<file path="config.mk">
export PLATFORM = sky130hd
export DESIGN_NAME = text_video_generator
export DESIGN_NICKNAME = d
export VERILOG_FILES = /design/src/rtl/text_video_generator.sv
export SDC_FILE = /design/constraint.sdc
export NUM_CORES = 1
export LEC_CHECK = 0
export BUFFER_PORTS_ARGS = -buffer_cell sky130_fd_sc_hd__buf_2
export CORE_MARGIN = 2
export CORE_UTILIZATION = 30
export DETAILED_ROUTE_END_ITERATION = 10
export HOLD_SLACK_MARGIN = 0.03
export SLEW_MARGIN = 25
export SYNTH_ARGS = -nofsm -noshare
export SYNTH_HDL_FRONTEND = slang
export SYNTH_SLANG_ARGS = --single-unit
</file>
<file path="constraint.sdc">
create_clock -name clk -period 6.8 [get_ports clk]
set_input_delay 0.68 -clock clk [delete_from_list [all_inputs] [get_ports clk]]
set_output_delay 0.68 -clock clk [all_outputs]
set_load 0.03 [all_outputs]
</file>
<file path="src/rtl/text_video_generator.sv">
// rtl/text_video_generator.sv - parametrised text-mode video timing, addressing and pixel pipeline
// Attributes, cursor styles and circular-row scroll; outputs aligned 3 pixel ticks after the counters.
module text_video_generator #(
    parameter int H_VISIBLE    = 640,
    parameter int H_FP         = 16,
    parameter int H_SYNC       = 96,
    parameter int H_BP         = 48,
    parameter int V_VISIBLE    = 480,
    parameter int V_FP         = 10,
    parameter int V_SYNC       = 2,
    parameter int V_BP         = 33,
    parameter int SYNC_POL     = 0,
    parameter int COLS         = 80,
    parameter int ROWS         = 24,
    parameter int CHAR_W       = 8,
    parameter int CHAR_H       = 16,
    parameter int COL_BITS     = 7,
    parameter int ROW_BITS     = 5,
    parameter int ADDR_BITS    = 11,
    parameter int BLINK_FRAMES = 32
) (
    input  logic                           clk,
    input  logic                           reset,
    input  logic                           ce_pixel,
    output logic                           hsync,
    output logic                           vsync,
    output logic                           hblank,
    output logic                           vblank,
    output logic                           video,
    input  logic [COL_BITS-1:0]            cursor_x,
    input  logic [ROW_BITS-1:0]            cursor_y,
    input  logic [1:0]                     cursor_mode,
    input  logic [ROW_BITS-1:0]            scroll_row,
    output logic [ADDR_BITS-1:0]           char_buffer_address,
    input  logic [7:0]                     char_buffer_data,
    input  logic [2:0]                     attr_data,
    output logic [8+$clog2(CHAR_H)-1:0]    char_rom_address,
    input  logic [7:0]                     char_rom_data
);

    localparam int H_TOTAL = H_VISIBLE + H_FP + H_SYNC + H_BP;
    localparam int V_TOTAL = V_VISIBLE + V_FP + V_SYNC + V_BP;
    localparam int HOFF    = (H_VISIBLE - COLS * CHAR_W) / 2;
    localparam int VOFF    = (V_VISIBLE - ROWS * CHAR_H) / 2;
    localparam int HC_BITS = $clog2(H_TOTAL);
    localparam int VC_BITS = $clog2(V_TOTAL);
    localparam int CW_BITS = (CHAR_W > 1) ? $clog2(CHAR_W) : 1;
    localparam int CH_BITS = $clog2(CHAR_H);
    localparam int FC_BITS = (BLINK_FRAMES > 1) ? $clog2(BLINK_FRAMES) : 1;

    localparam logic [HC_BITS-1:0]  HC_LAST       = HC_BITS'(H_TOTAL - 1);
    localparam logic [HC_BITS-1:0]  HC_WIN_START  = HC_BITS'(HOFF);
    localparam logic [HC_BITS-1:0]  HC_WIN_W      = HC_BITS'(COLS * CHAR_W);
    localparam logic [HC_BITS-1:0]  HC_VIS        = HC_BITS'(H_VISIBLE);
    localparam logic [HC_BITS-1:0]  HC_SYNC_START = HC_BITS'(H_VISIBLE + H_FP);
    localparam logic [HC_BITS-1:0]  HC_SYNC_W     = HC_BITS'(H_SYNC);
    localparam logic [VC_BITS-1:0]  VC_LAST       = VC_BITS'(V_TOTAL - 1);
    localparam logic [VC_BITS-1:0]  VC_WIN_START  = VC_BITS'(VOFF);
    localparam logic [VC_BITS-1:0]  VC_WIN_W      = VC_BITS'(ROWS * CHAR_H);
    localparam logic [VC_BITS-1:0]  VC_VIS        = VC_BITS'(V_VISIBLE);
    localparam logic [VC_BITS-1:0]  VC_SYNC_START = VC_BITS'(V_VISIBLE + V_FP);
    localparam logic [VC_BITS-1:0]  VC_SYNC_W     = VC_BITS'(V_SYNC);
    localparam logic [CW_BITS-1:0]  CW_LAST       = CW_BITS'(CHAR_W - 1);
    localparam logic [CH_BITS-1:0]  CH_LAST       = CH_BITS'(CHAR_H - 1);
    localparam logic [CH_BITS-1:0]  CH_UL         = CH_BITS'(CHAR_H - 2);
    localparam logic [COL_BITS-1:0] COL_LAST      = COL_BITS'(COLS - 1);
    localparam logic [ROW_BITS-1:0] ROW_LAST      = ROW_BITS'(ROWS - 1);
    localparam logic [ROW_BITS:0]   ROWS_EXT      = (ROW_BITS + 1)'(ROWS);
    localparam logic [FC_BITS-1:0]  FC_LAST       = FC_BITS'(BLINK_FRAMES - 1);
    localparam logic                SYNC_ON       = 1'(SYNC_POL);

    if (COLS * CHAR_W > H_VISIBLE || ROWS * CHAR_H > V_VISIBLE) begin : g_bad_window
        $error("text window does not fit in the visible area");
    end
    if (CHAR_W < 1 || CHAR_W > 8 || CHAR_H < 2 || (1 << CH_BITS) != CHAR_H) begin : g_bad_cell
        $error("unsupported character cell size");
    end

    logic [HC_BITS-1:0]  hc, hc_next, hrel, hsrel;
    logic [VC_BITS-1:0]  vc, vc_next, vrel, vsrel;
    logic [CW_BITS-1:0]  colc;
    logic [COL_BITS-1:0] col;
    logic [CH_BITS-1:0]  rowc;
    logic [ROW_BITS-1:0] row;
    logic [FC_BITS-1:0]  frame_cnt;
    logic                blink_phase;

    logic [ROW_BITS-1:0] scroll_q, cur_y_q;
    logic [COL_BITS-1:0] cur_x_q;
    logic [1:0]          mode_q;
    logic                frame_start;
    logic [ROW_BITS-1:0] scroll_now, scroll_eff, cur_y_eff;
    logic [COL_BITS-1:0] cur_x_eff;
    logic [1:0]          mode_eff;
    logic [ROW_BITS:0]   prow_sum, prow_w;

    logic                win0, hs0, vs0, hde0, vde0, cur_hit0, cur_inv0;

    assign hc_next = (hc == HC_LAST) ? '0 : hc + 1'b1;
    assign vc_next = (vc == VC_LAST) ? '0 : vc + 1'b1;
    assign hrel    = hc - HC_WIN_START;
    assign vrel    = vc - VC_WIN_START;
    assign hsrel   = hc - HC_SYNC_START;
    assign vsrel   = vc - VC_SYNC_START;

    assign win0 = (hrel < HC_WIN_W) && (vrel < VC_WIN_W);
    assign hs0  = hsrel < HC_SYNC_W;
    assign vs0  = vsrel < VC_SYNC_W;
    assign hde0 = hc < HC_VIS;
    assign vde0 = vc < VC_VIS;

    // Frame-start tick uses the live inputs so the new frame's first line already sees them.
    assign frame_start = (hc == '0) && (vc == '0);
    assign scroll_now  = ROW_BITS'(scroll_row % ROWS);
    assign scroll_eff  = frame_start ? scroll_now  : scroll_q;
    assign cur_x_eff   = frame_start ? cursor_x    : cur_x_q;
    assign cur_y_eff   = frame_start ? cursor_y    : cur_y_q;
    assign mode_eff    = frame_start ? cursor_mode : mode_q;

    // row saturates at ROWS-1 and scroll is pre-reduced, so one conditional subtract suffices.
    assign prow_sum = {1'b0, row} + {1'b0, scroll_eff};
    assign prow_w   = (prow_sum >= ROWS_EXT) ? prow_sum - ROWS_EXT : prow_sum;
    assign char_buffer_address = ADDR_BITS'(prow_w[ROW_BITS-1:0]) * ADDR_BITS'(COLS)
                               + ADDR_BITS'(col);

    assign cur_hit0 = win0 && (row == cur_y_eff) && (col == cur_x_eff);

    always_comb begin
        cur_inv0 = 1'b0;
        case (mode_eff)
            2'b01:   cur_inv0 = cur_hit0;
            2'b10:   cur_inv0 = cur_hit0 && blink_phase;
            2'b11:   cur_inv0 = cur_hit0 && blink_phase && (rowc >= CH_UL);
            default: cur_inv0 = 1'b0;
        endcase
    end

    always_ff @(posedge clk) begin
        if (reset) begin
            hc          <= '0;
            vc          <= '0;
            colc        <= '0;
            col         <= '0;
            rowc        <= '0;
            row         <= '0;
            frame_cnt   <= '0;
            blink_phase <= 1'b0;
            scroll_q    <= '0;
            cur_x_q     <= '0;
            cur_y_q     <= '0;
            mode_q      <= '0;
        end else if (ce_pixel) begin
            hc <= hc_next;
            if (frame_start) begin
                scroll_q <= scroll_now;
                cur_x_q  <= cursor_x;
                cur_y_q  <= cursor_y;
                mode_q   <= cursor_mode;
            end
            if (hc_next == HC_WIN_START) begin
                colc <= '0;
                col  <= '0;
            end else if (colc == CW_LAST) begin
                colc <= '0;
                if (col != COL_LAST) col <= col + 1'b1;
            end else begin
                colc <= colc + 1'b1;
            end
            if (hc == HC_LAST) begin
                vc <= vc_next;
                if (vc_next == VC_WIN_START) begin
                    rowc <= '0;
                    row  <= '0;
                end else begin
                    rowc <= rowc + 1'b1;
                    if (rowc == CH_LAST && row != ROW_LAST) row <= row + 1'b1;
                end
                if (vc == VC_LAST) begin
                    if (frame_cnt == FC_LAST) begin
                        frame_cnt   <= '0;
                        blink_phase <= ~blink_phase;
                    end else begin
                        frame_cnt <= frame_cnt + 1'b1;
                    end
                end
            end
        end
    end

    // Stage 1 lines up with the buffer read, stage 2 with the glyph row; sync/blank carried as active flags.
    logic                win1, hs1, vs1, hde1, vde1, cur1;
    logic                win2, hs2, vs2, hde2, vde2, cur2;
    logic [CW_BITS-1:0]  colc1, colc2;
    logic [CH_BITS-1:0]  rowc1, rowc2;
    logic [2:0]          attr2;
    logic [2:0]          bit_idx;
    logic                pix;

    assign char_rom_address = {char_buffer_data, rowc1};
    assign bit_idx          = 3'd7 - 3'(colc2);

    always_comb begin
        pix = char_rom_data[bit_idx];
        if (attr2[1] && rowc2 == CH_LAST) pix = 1'b1;
        if (attr2[2] && !blink_phase)     pix = 1'b0;
        if (attr2[0])                     pix = ~pix;
        if (cur2)                         pix = ~pix;
    end

    always_ff @(posedge clk) begin
        if (reset) begin
            {win1, hs1, vs1, hde1, vde1, cur1} <= '0;
            {win2, hs2, vs2, hde2, vde2, cur2} <= '0;
            colc1  <= '0;
            colc2  <= '0;
            rowc1  <= '0;
            rowc2  <= '0;
            attr2  <= '0;
            hsync  <= ~SYNC_ON;
            vsync  <= ~SYNC_ON;
            hblank <= 1'b1;
            vblank <= 1'b1;
            video  <= 1'b0;
        end else if (ce_pixel) begin
            {win1, hs1, vs1, hde1, vde1, cur1} <= {win0, hs0, vs0, hde0, vde0, cur_inv0};
            {win2, hs2, vs2, hde2, vde2, cur2} <= {win1, hs1, vs1, hde1, vde1, cur1};
            colc1  <= colc;
            colc2  <= colc1;
            rowc1  <= rowc;
            rowc2  <= rowc1;
            attr2  <= attr_data;
            hsync  <= hs2 ? SYNC_ON : ~SYNC_ON;
            vsync  <= vs2 ? SYNC_ON : ~SYNC_ON;
            hblank <= ~hde2;
            vblank <= ~vde2;
            video  <= win2 && hde2 && vde2 && pix;
        end
    end

endmodule

</file>
==> impl_results.md, run 1 <==
- Post-route non-filler standard cell count: 980
- Final hold violation count: 0
- Synth top area cells: dfxtp_1, ha_1, mux2i_1
- Fill cells: roughly 2,000
- Post-synthesis cell type count: 63
- Synth async-reset ratio: 0%
- FP Rows: 50
- Final setup vio count: 0
- Mapped cell area: 5800 µm²
- Clock buffer depth: 2
- Status: completed
- Period utilization: approximately 94%
- Worst-path clk slew: 70 ps
- CP required: 6120 ps
- Latest clock arrival within the worst-skew pair: 350 ps
- Worst Path Arrival: 5690 ps
- TritonCTS clock tree: built
- Crit. End Element: primary output
- Syn Area/Cell: 8.22 µm²
- Die area: 20,500 µm²
- Via density: 5.09
- DR WL/cell: 14.2 µm
- Die width: 143 µm
- Ant diodes: 0
- Final min period: 6370 ps
- Final TNS setup: 0 ps
- Number of I/O pins: 69
- Drt first pass iters: 5
- Root buffer cell: clkbuf_16
- Remaining antenna violation count after routing: 0
- Largest net degree at the start of global routing: 63
- Final #Nets: 794
- Hold_buf cts: 0
- Vias in the first global route: 4,477
- Leak: 2.57 nW
- Mapped Nets: 784
- Pwr dens: about 210 nW/µm²
- Post-Place Cells: 965
- All-Layer GR Usage: 13.9%
- Max-slew violations: 0
- First-pass GRT wire length: 22,700 µm
- Worst Clk Skew: 7.99 ps
- 1st-iter DRT viols: 380
- Htree depth: 3
- Syn Inst Count: 706
- GPL Wtd Cong: about 0.84
- DRC viols: 0
- Layout cells sized above 1: 11.9%
- Port-buffer cells: 52
- Total core area: about 19,000 µm²
- Via count: 4,988
- Grt ovf: 0
- Min-Delay Path Class: reg -> reg
- Post-synth EDFFs: 0
- Crit Path Class: reg -> out
- Cell taking the most area after synthesis: dfxtp_1
- Fmax: 0.157 GHz
- Sequential fraction of the synthesis area: 33.8%
- Critical Path Source Type: flop
- Initial core utilization: 30.8%
- Ys Warns: 0
- Detailed placer's ending HPWL: 9930 µm
- Area growth syn-to-layout: 10.8%
- Synth Flop Type: dfxtp_1
- CTS sink count: 98
- Die Ht: roughly 140 µm
- Max FO, Critical Path: 8
- RSZ-0062 raised after global routing: no
- Worst-margin pin slew: 855 ps
- Seq cells post-synth: 98
- Worst vdd ir: 0.107 mV
- Slew headroom: 43.0%
- Initial antenna violation count: 0
- Max-cap viol count: 0
- Drt total wl: 14,000 µm
- Top cell type's share of synthesized area: about a third
- CTS buffer count: 9
-- final cells by class --
type                            count  area [µm²]  area share, %
Clock inverter                      6        82.6           1.28
Multi-Input combinational cell    524        3440           53.6
Sequential cell                    98        1960           30.5
Tap cell                          260         325           5.06
Timing Repair Buffer               56         290           4.51
Inverter                           27         101           1.58
Clock buffer                        9         225           3.50
-- registers in the layout (all words and copies together) (netlist names), 2 cells and up --
signal / flops
colc: 3
colc1: 3
rowc2: 4
cur_x_q: 7
mode_q: 2
cur_y_q: 5
vc: 10
attr2: 3
colc2: 3
col: 7
row: 5
hc: 10
rowc1: 4
scroll_q: 5
rowc: 4
frame_cnt: 5
-- metrics by stage --
step / hold slack (ps) / util, % / cell area [µm²] / power (mW) / setup WS (ps)
final: 453 / 34.1 / 6430 / 1.34 / 432
after global routing: 477 / 34.1 / 6430 / 1.40 / 74.6
after CTS: 456 / 34.1 / 6430 / 1.35 / 290
after detailed placement: 446 / 32.5 / 6120 / 0.814 / 711
after global placement: 440 / 32.5 / 6120 / 0.811 / 878
after floorplan: 432 / - / 5800 / 0.771 / 1060
-- placed cells by master (no fill, tap or decap), types with 4 or more instances in the layout --
cell	count
nor4_1	7
nor3_1	23
a31oi_1	4
or3_1	4
a21o_1	5
nand3_1	26
xor2_1	19
o21ai_0	26
buf_2	52
ha_1	34
clkbuf_16	9
nor2_1	73
mux2i_1	42
nand4_1	17
mux2_2	6
nand2_1	80
and3_1	10
dfxtp_1	98
nand2b_1	4
inv_1	27
buf_4	4
a21oi_1	57
a22oi_1	4
xnor2_1	19
-- kinds of logic (layout without fill, tap and decap cells) --
kind of cell | after synthesis | after routing | synth area share [%]
flops | 98 | 98 | 33.8
mux | 50 | 50 | 9.18
fa+ha+maj | 37 | 37 | 8.37
xor+xnor | 38 | 38 | 5.74
simple gates | 266 | 266 | 21.8
buf+inv | 84 | 98 | 6.88
compound gates | 133 | 133 | 14.3
-- synthesized netlist by cell type (all sizes together) (7+ instances only) --
library cell,instances
dfxtp,98
xor2,19
nand4,17
and3,10
nor3,23
nand2,80
mux2i,42
nor2,76
o21ai,26
xnor2,19
inv,27
nand3,26
buf,27
ha,34
nor4,7
a21oi,57
clkbuf,30
-- what timing repair did --
action / CTS / global route
resized for setup: 0 / 1
buffers inserted: 0 / 0
setup endpoints to repair: 0 / 1
-- worst paths after layout --
path | from | end | slack [ps] | depth (start not counted)
worst max-delay path | hc[5]$_SDFFE_PP0P_ | char_buffer_address[10] | 430 | 21
worst min register to register | cur_x_q[0]$_SDFFE_PP0P_ | cur_x_q[0]$_SDFFE_PP0P_ | 450 | 2
worst min-delay path | cur_x_q[0]$_SDFFE_PP0P_ | cur_x_q[0]$_SDFFE_PP0P_ | 450 | 2
worst max register to register | hc[1]$_SDFFE_PP0P_ | row[4]$_SDFFE_PP0P_ | 3820 | 8
-- layer usage --
layer / up-vias / part of all wire [%] / global-route usage [%]
met5: - / 0 / 0
met4: 0 / 2.0 / 5.63
met3: 18 / 4.9 / 3.32
met2: 117 / 44 / 20.7
met1: 2353 / 49 / 19.1
li1: 2500 / - / -
-- worst max-delay path, stage by stage (launching register included) --
cell,delay [ps]
dfxtp_1,360
inv_1,160
ha_1,190
nand2_1,50
nor3_1,130
and4_2,380
mux2_2,380
ha_1,220
fa_1,410
a21o_1,170
a21oi_1,160
xnor2_1,110
a2111oi_0,400
a211o_1,190
ha_1,240
ha_1,220
fa_1,390
xnor2_1,160
or3b_2,490
xnor2_1,180
xnor2_1,130
buf_2,210
-- report_power, final --
part	switching [mW]	leakage (nW)	internal, mW
logic	0.121	1.63	0.0810
clock network	0.220	0.151	0.318
registers	0.00994	0.795	0.588
total	0.351	2.57	0.987
(Power assumes the default switching activity.)
==> run 2: changes to the inputs <==
Settings changed: CORE_UTILIZATION 30 to 45.
==> impl_results.md, run 2 (same netlist as run 1, synthesis figures left out) <==
- Crit Path Class: reg -> out (unchanged)
- Placed cell areas: 6000 µm² (was 6120 µm²)
- CP endpoint: char_buffer_address[10] (unchanged)
- Worst-case register-to-register setup slack: 3780 ps (was 3820 ps)
- Drt total wl: 13,300 µm (was 14,000 µm)
- Via density: 5.54 (was 5.09)
- Pwr dens: 212 nW/µm² (was 208 nW/µm²)
- GPL Wtd Cong: 0.865 (was 0.838)
- Remaining antenna violation count after routing: 0 (unchanged)
- Clock buffer depth: 2 (unchanged)
- 1st-iter DRT viols: 371 (was 380)
- Resized cells post-CTS: 0 (unchanged)
- First-pass GRT wire length: 22,600 µm (was 22,700 µm)
- Root buffer cell: clkbuf_16 (unchanged)
- Max-cap viol count: 0 (unchanged)
- CTS sink count: 98 (unchanged)
- Most common cell after layout, fill and taps aside: dfxtp_1 (unchanged)
- DR WL/cell: 15.0 µm (was 14.2 µm)
- Vias in the first global route: 4,627 (was 4,477)
- Detailed placer's ending HPWL: 9470 µm (was 9930 µm)
- Most frequent cells in the layout: dfxtp_1, nand2_1, nor2_1 (unchanged)
- Post-Place Cells: 875 (was 965)
- Drt first pass iters: 5 (unchanged)
- Initial core utilization: 46.0% (was 30.8%)
- Initial antenna violation count: 0 (unchanged)
- Htree depth: 3 (unchanged)
- Die width: 118 µm (was 143 µm)
- Min-Delay Path Class: reg -> reg (unchanged)
- CP startpoint: hc[4]$_SDFFE_PP0P_ (was hc[5]$_SDFFE_PP0P_)
- Final hold slack: 457 ps (was 453 ps)
- Final TNS setup: 0 ps (unchanged)
- Leak: 2.56 nW (was 2.57 nW)
- Setup Fix Bufs, Post-CTS: 0 (unchanged)
- Largest net degree at the start of global routing: 74 (was 63)
- Crit. End Element: primary output (unchanged)
- Post-layout utilization of the core: 50.0% (was 34.1%)
- Worst Clk Skew: 5.17 ps (was 7.99 ps)
- Worst-path clk slew: 60 ps (was 70 ps)
- DRC viols: 0 (unchanged)
- Worst Path Arrival: 5680 ps (was 5690 ps)
- Fmax: 0.157 GHz (about the same)
- CP required: 6120 ps (about the same)
- Die area: 13,800 µm² (was 20,500 µm²)
- Final #Nets: 792 (was 794)
- Grt ovf: 0 (unchanged)
- Area growth syn-to-layout: 8.71% (was 10.8%)
- Final setup vio count: 0 (unchanged)
- Max FO, Critical Path: 8 (unchanged)
- Reg2reg start: hc[0]$_SDFFE_PP0P_ (was hc[1]$_SDFFE_PP0P_)
- Max-slew violations: 0 (unchanged)
- TritonCTS clock tree: built (unchanged)
- Design Area, Final: 6310 µm² (was 6430 µm²)
- Largest regs: hc: 10 flops, vc: 10 flops (unchanged)
- RSZ-0062 raised after global routing: no (unchanged)
- Period utilization: 93.6% (about the same)
- Worst r2r dst: row[4]$_SDFFE_PP0P_ (unchanged)
- Total core area: 12,600 µm² (was 18,800 µm²)
- Layout cells sized above 1: 11.3% (was 11.9%)
- Slew headroom: 45.1% (was 43.0%)
- Die Ht: 118 µm (was 143 µm)
- Ant diodes: 0 (unchanged)
- CTS buffer count: 9 (unchanged)
- Worst-margin pin slew: 821 ps (was 855 ps)
- Latest clock arrival within the worst-skew pair: 350 ps (about the same)
- Port-buffer cells: 52 (unchanged)
- Post-route non-filler standard cell count: 891 (was 980)
- Final hold violation count: 0 (unchanged)
- Hold_buf cts: 0 (unchanged)
- Number of I/O pins: 69 (unchanged)
- Worst vdd ir: 0.115 mV (was 0.107 mV)
- Status: completed (unchanged)
- FP Rows: 41 (was 50)
- R2R depth: 8 (unchanged)
- Critical Path Source Type: flop (unchanged)
- Final min period: 6360 ps (was 6370 ps)
- All-Layer GR Usage: 19.9% (was 13.9%)
- Via count: 4,936 (was 4,988)
## run 2: cell count changes in the layout (fill, tap and decap cells not counted)
cell	change
and4_2	-1
clkinv_2	-3
clkbuf_1	+3
clkinv_4	+1
buf_4	-2
and4_1	+1
## run 2: worst min path at each step
stage                     depth (start not counted)                         to  slack [ps]                       from
final                                             2  frame_cnt[4]$_SDFFE_PP0P_         460  frame_cnt[4]$_SDFFE_PP0P_
after global routing                              2    cur_y_q[1]$_SDFFE_PP0P_         490    cur_y_q[1]$_SDFFE_PP0P_
after CTS                                         2  frame_cnt[4]$_SDFFE_PP0P_         460  frame_cnt[4]$_SDFFE_PP0P_
after detailed placement                          2    cur_x_q[0]$_SDFFE_PP0P_         450    cur_x_q[0]$_SDFFE_PP0P_
after global placement                            2    cur_x_q[0]$_SDFFE_PP0P_         440    cur_x_q[0]$_SDFFE_PP0P_
after floorplan                                   2    cur_x_q[0]$_SDFFE_PP0P_         430    cur_x_q[0]$_SDFFE_PP0P_
## run 2: area by class of cell
type	count	area [µm²]
Clock buffer	12	236
Clock inverter	4	76.3
Fill cell	1263	6310
Inverter	27	101
Multi-Input combinational cell	524	3440
Sequential cell	98	1960
Tap cell	172	215
Timing Repair Buffer	54	275
## run 2: worst max-delay path, cell delays in order, from the launching register on
cell,delay [ps]
dfxtp_1,370
inv_1,140
ha_1,180
nand2_1,50
nor3_1,140
and4_1,450
mux2_2,400
ha_1,210
fa_1,400
a21o_1,170
a21oi_1,160
xnor2_1,110
a2111oi_0,370
a211o_1,180
ha_1,240
ha_1,220
fa_1,380
xnor2_1,160
or3b_2,480
xnor2_1,180
xnor2_1,130
buf_2,210
## run 2: power breakdown
part	internal [mW]	total [mW]	switching, mW
clock	0.323	0.537	0.214
sequential	0.588	0.598	0.00978
combinational	0.0797	0.200	0.120
total	0.991	1.33	0.344
## run 2: per-stage QoR
step / setup WS, ps / power (mW)
global route: 53.9 / 1.40
CTS: 428 / 1.35
detailed placement: 830 / 0.811
floorplan: 1060 / 0.771
global placement: 911 / 0.806
finish: 438 / 1.33
## run 2: layer usage
layer  global-route usage, %  part of all wire, %  vias to the layer above  wire length, µm
li1                        -                    -                     2500                -
met1                    26.3                   48                     2280             6420
met2                    31.9                   45                      130             6000
met3                    3.29                  4.5                       26              601
met4                    8.66                  2.4                        0              325
met5                       0                    0                        -                0
==> run 3: changes to the inputs <==
Settings changed: BUFFER_PORTS_ARGS -buffer_cell sky130_fd_sc_hd__buf_2 to -buffer_cell sky130_fd_sc_hd__clkbuf_2, CAP_MARGIN from default to 40, CORE_UTILIZATION 45 to 59, PLACE_DENSITY from default to 0.81.
==> impl_results.md, run 3 (same netlist as run 1, synthesis figures left out) <==
- Period utilization: 94.9% (was 93.6%)
- Most common cell after layout, fill and taps aside: dfxtp_1 (unchanged)
- Slew headroom: 38.4% (was 45.1%)
- Metal-1 WL: 5860 µm (was 6420 µm)
- Initial core utilization: 60.2% (was 46.0%)
- Max-cap viol count: 0 (unchanged)
- Final #Nets: 795 (was 792)
- Layout cells sized above 1: 11.9% (was 11.3%)
- FP Rows: 36 (was 41)
- All-Layer GR Usage: 25.6% (was 19.9%)
- Die area: 10,600 µm² (was 13,800 µm²)
- Number of I/O pins: 69 (unchanged)
- Via count: 5,034 (was 4,936)
- Clock buffer depth: 2 (unchanged)
- R2R depth: 7 (was 8)
- Total core area: 9640 µm² (was 12,600 µm²)
- Max-slew violations: 0 (unchanged)
- Most frequent cells in the layout: dfxtp_1, nand2_1, nor2_1 (unchanged)
- CP required: 6120 ps (about the same)
- Min-Delay Path Class: reg -> reg (unchanged)
- Crit Path Class: reg -> out (unchanged)
- Root buffer cell: clkbuf_8 (was clkbuf_16)
- Worst-path clk slew: 90 ps (was 60 ps)
- Htree depth: 3 (unchanged)
- Drt first pass iters: 5 (unchanged)
- Largest regs: hc: 10 flops, vc: 10 flops (unchanged)
- Max FO, Critical Path: 8 (unchanged)
- 1st-iter DRT viols: 260 (was 371)
- Resized cells post-CTS: 0 (unchanged)
- CP endpoint: char_buffer_address[10] (unchanged)
- Worst r2r dst: frame_cnt[2]$_SDFFE_PP0P_ (was row[4]$_SDFFE_PP0P_)
- Status: completed (unchanged)
- Crit path cell chain: inv_1 -> ha_1 -> nand2_1 -> nor3_1 -> and4_4 -> mux2_2 -> ha_1 -> fa_1 -> a21o_1 -> a21oi_1 -> xnor2_1 -> a2111oi_1 -> a211o_1 -> ha_1 -> ha_1 -> fa_1 -> xnor2_1 -> or3b_2 -> xnor2_1 -> xnor2_1 -> clkbuf_2 (was inv_1 -> ha_1 -> nand2_1 -> nor3_1 -> and4_1 -> mux2_2 -> ha_1 -> fa_1 -> a21o_1 -> a21oi_1 -> xnor2_1 -> a2111oi_0 -> a211o_1 -> ha_1 -> ha_1 -> fa_1 -> xnor2_1 -> or3b_2 -> xnor2_1 -> xnor2_1 -> buf_2)
- Worst Path Arrival: 5770 ps (was 5680 ps)
- Grt ovf: 0 (unchanged)
- CP startpoint: hc[4]$_SDFFE_PP0P_ (unchanged)
- Via density: 5.89 (was 5.54)
- TritonCTS clock tree: built (unchanged)
- Final setup vio count: 0 (unchanged)
- Setup Fix Bufs, Post-CTS: 0 (unchanged)
- Final hold violation count: 0 (unchanged)
- Pwr dens: 187 nW/µm² (was 212 nW/µm²)
- Largest net degree at the start of global routing: 58 (was 74)
- Fmax: 0.155 GHz (was 0.157 GHz)
- CP peak stage delay: 480 ps (about the same)
- Reg2reg start: hc[1]$_SDFFE_PP0P_ (was hc[0]$_SDFFE_PP0P_)
- Critical Path Source Type: flop (unchanged)
- Worst-case register-to-register setup slack: 4080 ps (was 3780 ps)
- Area growth syn-to-layout: 5.89% (was 8.71%)
- CTS sink count: 98 (unchanged)
- CP Depth: 21 (unchanged)
- Vias in the first global route: 4,709 (was 4,627)
- Placed cell areas: 5960 µm² (was 6000 µm²)
- Hold_buf cts: 0 (unchanged)
- Leak: 2.51 nW (was 2.56 nW)
- Remaining antenna violation count after routing: 0 (unchanged)
- Port-buffer cells: 52 (unchanged)
- Top delay family on crit path: adder cells (unchanged)
- Detailed placer's ending HPWL: 9610 µm (was 9470 µm)
- Ant diodes: 0 (unchanged)
- First-pass GRT wire length: 21,800 µm (was 22,600 µm)
- Design Area, Final: 6140 µm² (was 6310 µm²)
- DR top layer: met4 (unchanged)
- Die width: 103 µm (was 118 µm)
- Crit. End Element: primary output (unchanged)
- Final min period: 6450 ps (was 6360 ps)
- Critical Path Slowest Stage Cell: or3b_2 (unchanged)
- Buf/Inv on CP: 2 (unchanged)
- CTS buffer count: 9 (unchanged)
- Die Ht: 103 µm (was 118 µm)
- Fill cells: 848 (was 1,263)
- DR WL/cell: 15.3 µm (was 15.0 µm)
- DR WL met2: 6230 µm (was 6000 µm)
- Worst vdd ir: 0.121 mV (was 0.115 mV)
- Power, Total: 1.15 mW (was 1.33 mW)
- Post-layout utilization of the core: 63.7% (was 50.0%)
- Initial antenna violation count: 0 (unchanged)
- Final TNS setup: 0 ps (unchanged)
- Worst-margin pin slew: 901 ps (was 821 ps)
- Latest clock arrival within the worst-skew pair: 380 ps (was 350 ps)
- DRC viols: 0 (unchanged)
- Met3 Routed Length: 709 µm (was 601 µm)
- Drt total wl: 13,100 µm (was 13,300 µm)
- Worst Clk Skew: 16.8 ps (was 5.17 ps)
- GPL Wtd Cong: 0.938 (was 0.865)
run 3: cell type report:
type	instances	area, µm²	area share, %
Sequential cell	98	1960	31.9
Clock inverter	6	47.5	0.774
Inverter	27	101	1.65
Multi-Input combinational cell	524	3450	56.1
Tap cell	133	166	2.71
Timing Repair Buffer	57	294	4.79
Clock buffer	10	128	2.08
run 3: per-layer routing:
| metal | track usage [%] | vias up |
|---|---|---|
| li1 | - | 2506 |
| met1 | 33.1 | 2337 |
| met2 | 42.1 | 159 |
| met3 | 5.11 | 32 |
| met4 | 10.4 | 0 |
| met5 | 0 | - |
run 3: worst reg2reg max path, stage by stage (launching register included):
cell and delay [ps]:
dfxtp_1 430, ha_1 310, and3_1 360, nand2_1 230, nor2_4 380, nand2_1 260, or4b_1 520, a21oi_1 170
run 3: worst min path at each step:
stage / startpoint / endpoint / cells past startpoint
after floorplan: cur_x_q[0]$_SDFFE_PP0P_ / cur_x_q[0]$_SDFFE_PP0P_ / 2
after global placement: cur_x_q[0]$_SDFFE_PP0P_ / cur_x_q[0]$_SDFFE_PP0P_ / 2
after detailed placement: cur_x_q[0]$_SDFFE_PP0P_ / cur_x_q[0]$_SDFFE_PP0P_ / 2
after CTS: cur_x_q[0]$_SDFFE_PP0P_ / cur_x_q[0]$_SDFFE_PP0P_ / 2
after global routing: cur_x_q[6]$_SDFFE_PP0P_ / cur_x_q[6]$_SDFFE_PP0P_ / 2
final: frame_cnt[4]$_SDFFE_PP0P_ / frame_cnt[4]$_SDFFE_PP0P_ / 2
run 3: power by group:
| part | internal, mW | leakage [nW] | total, mW | switching (mW) |
|---|---|---|---|---|
| sequential | 0.587 | 0.795 | 0.598 | 0.0103 |
| combinational | 0.0803 | 1.63 | 0.201 | 0.121 |
| clock | 0.137 | 0.0877 | 0.350 | 0.212 |
| total | 0.805 | 2.51 | 1.15 | 0.344 |
run 3: metrics by stage:
stage / hold slack (ps) / instances / setup WS [ps]
floorplan: 432 / 706 / 1060
global route: 496 / 855 / -25.1
detailed placement: 449 / 838 / 647
CTS: 464 / 854 / 181
global placement: 440 / 838 / 896
finish: 463 / 855 / 349
